--- src/rtl/neopixel_pkg.sv ---
// Shared NeoPixel definitions: receiver state encoding, pixel size and default
// line timing used by both the readpixel and writepixel blocks.
package neopixel_pkg;

  localparam int unsigned PIXEL_BITS = 24;

  localparam int unsigned DEF_CLK_HZ         = 12_000_000;
  localparam int unsigned DEF_BIT_THRESH_NS  = 600;
  localparam int unsigned DEF_MAX_HIGH_NS    = 2_000;
  localparam int unsigned DEF_RESET_GAP_NS   = 50_000;
  // Transmit-side pulse shapes for writepixel.
  localparam int unsigned DEF_T0H_NS         = 350;
  localparam int unsigned DEF_T1H_NS         = 700;
  localparam int unsigned DEF_BIT_PERIOD_NS  = 1_250;

  typedef enum logic [2:0] {
    ST_SYNC,
    ST_IDLE,
    ST_HIGH,
    ST_LOW,
    ST_PASS
  } np_state_e;

  // Cycles spanned by ns at the given clock rate, truncated.
  function automatic int unsigned ns_to_cycles(input longint unsigned hz,
                                               input longint unsigned ns);
    longint unsigned c;
    c = hz * ns / 64'd1_000_000_000;
    return c[31:0];
  endfunction

endpackage

--- src/rtl/neopixel_sync.sv ---
// Two-flop synchronizer for the asynchronous data line plus single-cycle
// rise/fall strobes derived from the synchronized level.
module neopixel_sync (
  input  logic clk,
  input  logic rst,
  input  logic d_in,
  output logic d_sync,
  output logic rise,
  output logic fall
);

  logic meta;
  logic sync_q;
  logic sync_d;

  // NOTE: sequential state uses non-blocking assignments so every flop samples
  // the pre-edge value of its neighbour and the chain cannot collapse.
  always_ff @(posedge clk or posedge rst) begin
    if (rst) begin
      meta   <= 1'b0;
      sync_q <= 1'b0;
      sync_d <= 1'b0;
    end else begin
      meta   <= d_in;
      sync_q <= meta;
      sync_d <= sync_q;
    end
  end

  assign d_sync = sync_q;
  assign rise   = sync_q & ~sync_d;
  assign fall   = ~sync_q & sync_d;

endmodule

--- src/rtl/readpixel.sv ---
// NeoPixel receiver: captures the first 24-bit pixel after a reset gap and
// forwards the rest of the frame on d_out.
module readpixel
  import neopixel_pkg::*;
#(
  parameter int unsigned clk_in_rate_hz = DEF_CLK_HZ,
  parameter int unsigned bit_thresh_ns  = DEF_BIT_THRESH_NS,
  parameter int unsigned max_high_ns    = DEF_MAX_HIGH_NS,
  parameter int unsigned reset_gap_ns   = DEF_RESET_GAP_NS
) (
  input  logic       clk,
  input  logic       rst,
  input  logic       d_in,
  output logic [7:0] pixel_g,
  output logic [7:0] pixel_r,
  output logic [7:0] pixel_b,
  output logic       valid,
  output logic       d_out,
  output logic       frame_end,
  output logic       error
);

  localparam int unsigned THRESH   = ns_to_cycles(64'(clk_in_rate_hz), 64'(bit_thresh_ns));
  localparam int unsigned MAX_HIGH = ns_to_cycles(64'(clk_in_rate_hz), 64'(max_high_ns));
  localparam int unsigned GAP      = ns_to_cycles(64'(clk_in_rate_hz), 64'(reset_gap_ns));
  localparam int unsigned CNT_MAX  = (GAP > MAX_HIGH + 1) ? GAP : MAX_HIGH + 1;
  localparam int unsigned CW       = $clog2(CNT_MAX + 1);
  localparam int unsigned BW       = $clog2(PIXEL_BITS);

  typedef logic [CW-1:0] cnt_t;

  localparam cnt_t        THRESH_C   = CW'(THRESH);
  localparam cnt_t        MAX_HIGH_C = CW'(MAX_HIGH);
  localparam cnt_t        GAP_C      = CW'(GAP);
  localparam cnt_t        ONE_C      = CW'(1);
  localparam logic [BW-1:0] LAST_BIT = BW'(PIXEL_BITS - 1);

  logic d_sync;
  logic d_rise;
  logic d_fall;

  neopixel_sync u_sync (
    .clk    (clk),
    .rst    (rst),
    .d_in   (d_in),
    .d_sync (d_sync),
    .rise   (d_rise),
    .fall   (d_fall)
  );

  np_state_e               state;
  cnt_t                    hcnt;
  cnt_t                    lcnt;
  logic [BW-1:0]           bit_cnt;
  logic [PIXEL_BITS-2:0]   shreg;

  cnt_t                    hcnt_inc;
  cnt_t                    lcnt_inc;
  logic                    bit_val;
  logic [PIXEL_BITS-1:0]   pixel_word;

  // Saturating increments keep long idle or stuck-high lines from wrapping.
  assign hcnt_inc   = (hcnt == '1) ? hcnt : hcnt + ONE_C;
  assign lcnt_inc   = (lcnt == '1) ? lcnt : lcnt + ONE_C;
  assign bit_val    = (hcnt > THRESH_C);
  assign pixel_word = {shreg, bit_val};

  always_ff @(posedge clk or posedge rst) begin
    if (rst) begin
      state     <= ST_SYNC;
      hcnt      <= '0;
      lcnt      <= '0;
      bit_cnt   <= '0;
      // NOTE: the shift register is reset like everything else; it is a handful
      // of flops, not a RAM, and a clean reset keeps partial pixels from leaking.
      shreg     <= '0;
      pixel_g   <= '0;
      pixel_r   <= '0;
      pixel_b   <= '0;
      valid     <= 1'b0;
      d_out     <= 1'b0;
      frame_end <= 1'b0;
      error     <= 1'b0;
    end else begin
      valid     <= 1'b0;
      frame_end <= 1'b0;
      error     <= 1'b0;
      d_out     <= 1'b0;

      unique case (state)
        ST_SYNC: begin
          if (d_sync) begin
            lcnt <= '0;
          end else begin
            lcnt <= lcnt_inc;
            if (lcnt_inc >= GAP_C) begin
              lcnt  <= '0;
              state <= ST_IDLE;
            end
          end
        end

        ST_IDLE: begin
          // The rise cycle is itself the first high cycle, so counting starts at 1.
          if (d_rise) begin
            hcnt    <= ONE_C;
            bit_cnt <= '0;
            state   <= ST_HIGH;
          end
        end

        ST_HIGH: begin
          if (d_fall) begin
            shreg <= pixel_word[PIXEL_BITS-2:0];
            lcnt  <= ONE_C;
            if (bit_cnt == LAST_BIT) begin
              pixel_g <= pixel_word[23:16];
              pixel_r <= pixel_word[15:8];
              pixel_b <= pixel_word[7:0];
              valid   <= 1'b1;
              state   <= ST_PASS;
            end else begin
              bit_cnt <= bit_cnt + BW'(1);
              state   <= ST_LOW;
            end
          end else begin
            hcnt <= hcnt_inc;
            if (hcnt_inc > MAX_HIGH_C) begin
              error <= 1'b1;
              lcnt  <= '0;
              state <= ST_SYNC;
            end
          end
        end

        ST_LOW: begin
          if (d_rise) begin
            hcnt  <= ONE_C;
            state <= ST_HIGH;
          end else begin
            lcnt <= lcnt_inc;
            if (lcnt_inc >= GAP_C) begin
              error <= 1'b1;
              lcnt  <= '0;
              state <= ST_IDLE;
            end
          end
        end

        ST_PASS: begin
          if (d_sync) begin
            lcnt  <= '0;
            d_out <= 1'b1;
          end else begin
            lcnt <= lcnt_inc;
            if (lcnt_inc >= GAP_C) begin
              frame_end <= 1'b1;
              lcnt      <= '0;
              state     <= ST_IDLE;
            end
          end
        end

        default: state <= ST_SYNC;
      endcase
    end
  end

endmodule
--- config.mk ---
export PLATFORM = sky130hd
export DESIGN_NAME = readpixel
export DESIGN_NICKNAME = d
export VERILOG_FILES = /design/src/rtl/neopixel_pkg.sv /design/src/rtl/neopixel_sync.sv /design/src/rtl/readpixel.sv
export SDC_FILE = /design/constraint.sdc
export NUM_CORES = 1
export LEC_CHECK = 0
export CAP_MARGIN = 20
export CORE_MARGIN = 2
export CORE_UTILIZATION = 41
export CTS_CLUSTER_DIAMETER = 30
export DETAILED_ROUTE_END_ITERATION = 6
export PLACE_DENSITY = 0.64
export SLEW_MARGIN = 25
export SYNTH_ARGS = -nofsm -noshare
export SYNTH_HDL_FRONTEND = slang
export SYNTH_HIERARCHICAL = 1
export SYNTH_SLANG_ARGS = --single-unit
--- constraint.sdc ---
create_clock -name clk -period 2.4 [get_ports clk]
set_clock_uncertainty 0.15 [all_clocks]
set_input_delay 0.24 -clock clk [delete_from_list [all_inputs] [get_ports clk]]
set_output_delay 0.24 -clock clk [all_outputs]
set_load 0.03 [all_outputs]
==> results.ini <==
[timing]
post-route-period-util_pct=96.4
rsz0062_at_grt=true
min_period_ns=2.31
drv_slew=0
fin_tns_setup_ns=0
fmax_mhz=432
setup-violations-final=0
maxSlewHeadroom_pct=51.1
worst_slew_pin_slew_ns=0.728
hold_ws_ns=0.164
hold_viol=0

[logic_synthesis]
avgSynthCellArea_um2=11.6
synthTopCellsByArea=dfrtp_1, mux2_2, nand2_1
synth.top_cell.area_share_pct=51.9
yosys_register_bits=82
ys_types=63
syn_area_um2=3950
netlist_instances=342
yosys-top-cells-count=dfrtp_1, mux2_2, nand2_1
ys_seq_area_share_pct=51.9
synthesis.nets=348
yosys_most_used_dff=dfrtp_1
synthArstFlopShare_pct=100
yosys_warnings=6
synth_most_common_cell=dfrtp_1
synth_edf_count=0
yosysTopAreaCell=dfrtp_1

[drt]
ant_nets=0
wl_met2_um=3560
drt_first_pass_iters=4
wl_met1_um=3720
met3WireLength_um=316
num_vias=2824
top_layer=met4
drtIter0Drc=171
wl_per_cell_um=14.5
viasPerCell=5.30
drc=0
routed_wl_um=7720

[critical_path]
critPathMaxFanout=7
startpoint_type=register
cp.required_ns=2.50
worstSetupPathType=reg -> reg
crit_path_end_kind=register
worst_ep_arrival_time_ns=2.41

[clock_tree]
cts_buffer_depth=2
htree_levels=3
numCtsBuffers=9
clock_latency_ns=0.36
cts.sinks=82
cts_tree=built
clk_transition_reported_paths_ns=0.09
root_buffer=clkbuf_8

[die]
num_rows=35
die_area_um2=10400
coreArea_um2=9280
ios=31
die_w_um=102
initial_core_util_pct=42.6
die_y_um=102

[layout]
area_growth_pct=21.0
drive_above_1_share_pct=30.2
nNetsFinal=405
design_area_um2=4780
n_antenna_cell=0
fin_util_pct=51.5
layoutNonFillerInstCount=533

[power]
cellPowerDensity_nw_per_um2=514
peakVddDrop_v=0.000344
p_leak_nw=2.16

[hold_path]
hold_path_class=in -> reg

[place]
placed_cell_area_um2=4500
gp_congestion=0.901
dpl.cell_count=511
numPortBuffers=30
hpwlAfterDp_um=5280

[global_route]
grt_pass1_vias=2869
grt_max_degree=33
grt_pass1_wl_um=13700
antenna_found_initial=0
grt.total_usage_pct=16.7
grt_overflow=0

[job]
maxCapViolations=0

[outcome]
status=finished, final reports clean

-- placed cells by master, fill, tap and decap left out, types with 4 or more instances in the layout --
cell type and n:
dfrtp_1 82, mux2_2 46, buf_4 31, nand2_1 30, clkdlybuf4s50_1 30, nor2_1 25, a21oi_1 16, o21ai_0 15
clkbuf_8 9, nand3_1 8, a31oi_1 6, a22o_1 5, inv_6 5, inv_1 4, and3_1 4, nand2b_1 4
and2_1 4, o31ai_1 4, a221o_1 4
-- report_power, final --
part / switching (mW) / internal [mW] / leakage, nW
Sequential: 0.00699 / 1.39 / 1.14
Clock: 0.582 / 0.403 / 0.0944
Combinational: 0.0485 / 0.0290 / 0.926
-- sequential cells by signal, summed over array words and instances, names as in the netlist --
name and cells:
frame_end 1, lcnt 10, valid 1, u_sync/d_sync 1, pixel_b 8, u_sync/meta 1
state 3, shreg 23, pixel_r 8, bit_cnt 5, d_out 1, hcnt 10
error 1, u_sync/sync_d 1, pixel_g 8
-- final timing paths --
| check | startpoint | end | slack [ns] | cells after the start |
|---|---|---|---|---|
| worst max-delay path | lcnt[1] | lcnt[7] | 0.09 | 8 |
| worst min-delay path | d_in | u_sync/meta | 0.16 | 1 |
| worst max register to register | lcnt[1] | lcnt[7] | 0.09 | 8 |
| worst min register to register | u_sync/meta | u_sync/d_sync | 0.20 | 0 |
| max in group asynchronous | rst | state[2] | 0.84 | 4 |
| min in group asynchronous | rst | u_sync/meta | 0.54 | 3 |
-- area by class of cell --
class,count,area [um2]
fillers,843,4500
flip-flops and latches,82,2050
multi-input cells,239,1810
repair buffers,62,543
well taps,129,161
clock buffers,9,124
clock inverters,7,67.6
inverters,5,22.5
-- cell families (layout without fill, tap and decap cells) --
kind of cell	after synthesis	after routing	share of synthesized area, %
and+or+nand+nor	109	109	15.4
DFF	82	82	51.9
AOI/OAI and AO/OA	73	74	13.3
muxes	50	50	14.2
buffers and inverters	22	83	3.51
adders and majority gates	3	3	0.950
xor gates and xnor gates	3	3	0.665
-- through the flow --
stage / setup WS, ns / power, mW
after CTS: 0.0385 / 2.48
after detailed placement: -0.0378 / 1.49
after global routing: -0.00835 / 2.56
final: 0.0865 / 2.46
after global placement: 0.0841 / 1.49
after floorplan: 0.205 / 1.46
-- timing repair --
action                     CTS  global route
hold endpoints to repair     3             0
cloned                       1             0
pin swaps                    2             8
buffers inserted             0             4
hold buffers                 1             0
setup endpoints to repair    5            13
gates resized for setup      1             7
-- critical path, cell delays in order, from the launching register on --
cell	delay, ns
dfrtp_1	0.44
ha_4	0.18
and3_4	0.21
a31oi_1	0.10
o2111ai_2	0.27
a32oi_4	0.13
o21ai_4	0.30
nor2_8	0.09
a221o_1	0.32
-- metal layers --
layer  up-vias  GRT usage (%)
met4         0           7.18
met3        14           4.38
met1      1391           23.4
li1       1362              -
met2        57           24.7
met5         -              0
No activity file was read; power rests on OpenSTA's default activity.
